## src/rtl/clock_manual_debounce.sv

```systemverilog
// clock_manual_debounce
//
// Turns the raw manual-clock pushbutton into a clean single-step clock level
// for the clock selector. It also produces a one-cycle step pulse and a
// wrapping count of accepted presses. Everything runs in the CLKFPGA domain.
//
// Ports:
//   CLKFPGA    in   board clock, the only clock
//   RSTN       in   synchronous active-low reset
//   KEY        in   raw asynchronous bouncing pushbutton
//   CLKManual  out  debounced level, 1 while a press is accepted
//   Pulso      out  one-cycle pulse on each accepted press
//   Contagem   out  [7:0] accepted presses, wraps modulo 256
module clock_manual_debounce #(
    parameter int unsigned DEBOUNCE_CYCLES = 1000000,
    parameter bit          KEY_ACTIVE_LOW  = 1'b1
) (
    input  logic       CLKFPGA,
    input  logic       RSTN,
    input  logic       KEY,
    output logic       CLKManual,
    output logic       Pulso,
    output logic [7:0] Contagem
);

    localparam logic [23:0] CntLast     = 24'(DEBOUNCE_CYCLES - 1);
    // Raw KEY level while the button is not pressed.
    localparam logic        KeyReleased = KEY_ACTIVE_LOW;

    localparam logic [1:0] StIdle        = 2'd0;
    localparam logic [1:0] StPressWait   = 2'd1;
    localparam logic [1:0] StPressed     = 2'd2;
    localparam logic [1:0] StReleaseWait = 2'd3;

    logic        sync1_q, sync2_q;
    logic        key_p;
    logic [1:0]  state_q, state_d;
    logic [23:0] cnt_q, cnt_d;
    logic        level_q, level_d;
    logic        pulse_q, pulse_d;
    logic [7:0]  count_q, count_d;

    // Two-flop synchronizer on the asynchronous key.
    always_ff @(posedge CLKFPGA) begin
        if (!RSTN) begin
            sync1_q <= KeyReleased;
            sync2_q <= KeyReleased;
        end else begin
            sync1_q <= KEY;
            sync2_q <= sync1_q;
        end
    end

    // Normalize so that 1 always means pressed.
    assign key_p = sync2_q ^ KEY_ACTIVE_LOW;

    always_comb begin
        state_d = state_q;
        cnt_d   = cnt_q;
        level_d = level_q;
        pulse_d = 1'b0;
        count_d = count_q;
        case (state_q)
            StIdle: begin
                if (key_p) begin
                    state_d = StPressWait;
                    cnt_d   = '0;
                end
            end
            StPressWait: begin
                if (!key_p) begin
                    // Press bounce: give up without a pulse.
                    state_d = StIdle;
                    cnt_d   = '0;
                end else if (cnt_q == CntLast) begin
                    state_d = StPressed;
                    cnt_d   = '0;
                    level_d = 1'b1;
                    pulse_d = 1'b1;
                    count_d = count_q + 8'd1;
                end else begin
                    cnt_d = cnt_q + 24'd1;
                end
            end
            StPressed: begin
                if (!key_p) begin
                    state_d = StReleaseWait;
                    cnt_d   = '0;
                end
            end
            StReleaseWait: begin
                if (key_p) begin
                    // Release bounce: stay pressed, no new pulse.
                    state_d = StPressed;
                    cnt_d   = '0;
                end else if (cnt_q == CntLast) begin
                    state_d = StIdle;
                    cnt_d   = '0;
                    level_d = 1'b0;
                end else begin
                    cnt_d = cnt_q + 24'd1;
                end
            end
            default: begin
                state_d = StIdle;
                cnt_d   = '0;
            end
        endcase
    end

    always_ff @(posedge CLKFPGA) begin
        if (!RSTN) begin
            state_q <= StIdle;
            cnt_q   <= '0;
            level_q <= 1'b0;
            pulse_q <= 1'b0;
            count_q <= '0;
        end else begin
            state_q <= state_d;
            cnt_q   <= cnt_d;
            level_q <= level_d;
            pulse_q <= pulse_d;
            count_q <= count_d;
        end
    end

    assign CLKManual = level_q;
    assign Pulso     = pulse_q;
    assign Contagem  = count_q;

endmodule

```

## config.mk

```make
export PLATFORM = sky130hd
export DESIGN_NAME = clock_manual_debounce
export DESIGN_NICKNAME = d
export VERILOG_FILES = /design/src/rtl/clock_manual_debounce.sv
export SDC_FILE = /design/constraint.sdc
export NUM_CORES = 1
export LEC_CHECK = 0
export CAP_MARGIN = 30
export CORE_MARGIN = 3
export CORE_UTILIZATION = 40
export DETAILED_ROUTE_END_ITERATION = 8
export SLEW_MARGIN = 10
export SYNTH_ARGS = -nofsm -noshare
export SYNTH_HDL_FRONTEND = slang
export SYNTH_SLANG_ARGS = --single-unit
```

## constraint.sdc

```tcl
create_clock -name CLKFPGA -period 5.6 [get_ports CLKFPGA]
set_clock_uncertainty 0.1 [all_clocks]
set_input_delay 1.12 -clock CLKFPGA [delete_from_list [all_inputs] [get_ports CLKFPGA]]
set_output_delay 1.12 -clock CLKFPGA [all_outputs]
set_load 0.01 [all_outputs]
```

==> flow_metrics.tcl <==
set metrics [dict create \
    status "finished, final reports clean" \
    grt_pass1_vias 1568 \
    synth_top_family_by_area "simple AND/OR/NAND/NOR gates" \
    num-nets-final 248 \
    avgRoutedWirePerCell_um 13.3 \
    clock_path_buffers 2 \
    synth_ff_type "dfxtp_1" \
    required_ps 5720 \
    fmax_mhz 306 \
    critPathKind "primary input to flop" \
    grt_pass1_wl_um 7330 \
    vdd.ir_drop.worst_mv 0.129 \
    leakage_nw 0.826 \
    total_power_w 0.000569 \
    synth_seq_cells 38 \
    drc 0 \
    synth-compound-area-share_pct 13.0 \
    drt_iter0_drc 102 \
    track_usage_pct 15.3 \
    cts_hold_buf 0 \
    grt_max_degree 25 \
    drv_slew 0 \
    worst_pin_slew_ps 815 \
    arrival_ps 3390 \
    p_per_area_mw_per_mm2 250 \
    drive_gt1_share_pct 8.20 \
    synth_area_mm2 0.00199 \
    first_pass_iters 4 \
    relSlewSlack_pct 45.7 \
    synth_fa_ha_area_share_pct 1.26 \
    htreeDepth 2 \
    clk_pin_slew_ps 80 \
    finalWirelength_um 4130 \
    cts_inserted_buffers 5 \
    yosysMostFrequentCell "dfxtp_1" \
    initial_core_util_pct 41.8 \
    core_area_mm2 0.00475 \
    io_buffers 12 \
    cts_tree "done" \
    die_x_um 76.5 \
    final.period_utilization_pct 58.3 \
    syn_inst 234 \
    hold_slack_ps 327 \
    endpoint_kind "flop" \
    syn_nets 239 \
    synth-simple-area-share_pct 38.8 \
    dp_hpwl_um 2820 \
    avgSynthCellArea_um2 8.50 \
    hold_class "flop to flop" \
    fp-row-count 25 \
    yosysSeqAreaShare_pct 38.3 \
    ys_types 45 \
    synth_xor_area_share_pct 3.46 \
    syn_to_final_growth_pct 14.3 \
    synth_commonest_cells "dfxtp_1 (38), nand3_1 (27), nand2_1 (25)" \
    ys_warn_count 0 \
    synth_top_area_share_pct 38.3 \
    final_antenna_net_count 0 \
    diodes 0 \
    fin_crit_ps 3270 \
    ys_async_sr_fraction_pct 0 \
    drt-vias-per-instance 5.43 \
    nFillCells 493 \
    yosysTopAreaCell "dfxtp_1" \
    drv_cap 0 \
    clk-insertion-delay-late_ps 300 \
    cts.sinks 38 \
    dieHeight_um 76.5 \
    post-cts-setup-buffer-count 0 \
    antenna_found_initial 0 \
    fin_setup_tns_ps 0 \
    synth-edff-count 0 \
    rsz0062_at_grt "no" \
    setup_viol 0 \
    gp_congestion 0.766 \
    ctsResizeCount 0 \
    grt.overflow.total 0 \
    cp_max_fo 24 \
    startpoint_type "primary input" \
    synthMuxAreaShare_pct 1.01 \
    io_pins 13 \
    fp.dieArea_mm2 0.00585 \
    clock-root-buffer "clkbuf_8" \
    via_count 1690 \
    hold_viol 0 \
    synth.area.top_cells "dfxtp_1 (38%), nand3_1 (6.8%), nand2_1 (4.7%)" \
]
where the power goes:
part,internal [W],switching (W)
registers,0.000271,0.00000104
logic,0.00000441,0.00000800
clock network,0.000179,0.000106
total,0.000454,0.000115
layout make-up:
type	count	area, µm²	area share (%)
multi-input cells	179	1140	50.4
repair buffers	12	120	5.28
clock buffers	5	68.8	3.03
well taps	67	83.8	3.69
inverters	7	26.3	1.16
clock inverters	3	68.8	3.03
flip-flops and latches	38	761	33.5
path summary, 6_finish.rpt:
check	startpoint	to	slack (ps)	depth (start not counted)
setup / recovery	RSTN	cnt_q[8]	2330	5
hold / removal	sync1_q	sync2_q	330	1
setup reg to reg	cnt_q[0]	cnt_q[20]	3170	6
hold reg to reg	sync1_q	sync2_q	330	1
worst max-delay path: stages:
cell and delay (ps):
clkdlybuf4s50_1 850, and3_1 320, o21a_1 690, o21ai_0 190, a31oi_1 210
flip-flops by register name, summed over array words and instances (netlist names), named ones only:
name and cells:
state_q 1, sync1_q 1, CLKManual 1, Pulso 1
sync2_q 1, cnt_q 24, Contagem 8
cell usage in the layout, fill, tap and decap left out, types with 7 or more instances in the layout:
master / synthesis / final
dfxtp_1: 38 / 38
nand3_1: 27 / 27
nand2_1: 25 / 25
o21ai_0: 12 / 12
clkdlybuf4s50_1: 0 / 12
or3_1: 11 / 11
nand4_1: 10 / 10
a21oi_1: 9 / 9
and2_1: 8 / 8
inv_1: 7 / 7
logic make-up (layout without fill, tap and decap cells):
kind of cell    after synthesis  after routing
mux                           2              2
simple gates                128            128
fa+ha+maj                     2              2
flops                        38             38
compound gates               40             40
xor+xnor                      7              7
buf+inv                      17             27
through the flow:
step / cell area, µm² / util (%) / worst slack (ps) / std cells
3_5_place_dp: 2140 / 44.9 / 1980 / 303
5_1_grt: 2270 / 47.8 / 2050 / 311
6_report: 2270 / 47.8 / 2330 / 311
4_1_cts: 2270 / 47.8 / 2310 / 311
2_1_floorplan: 1990 / - / 3480 / 234
3_3_place_gp: 2140 / 44.9 / 2020 / 303
routing by layer:
metal	GRT usage (%)	vias to the layer above	share of wire, %
met5	0	-	0
met4	6.88	0	1.6
met3	3.90	8	3.2
met2	22.8	22	44
met1	20.7	784	51
li1	-	876	-
(Power assumes the default switching activity.)
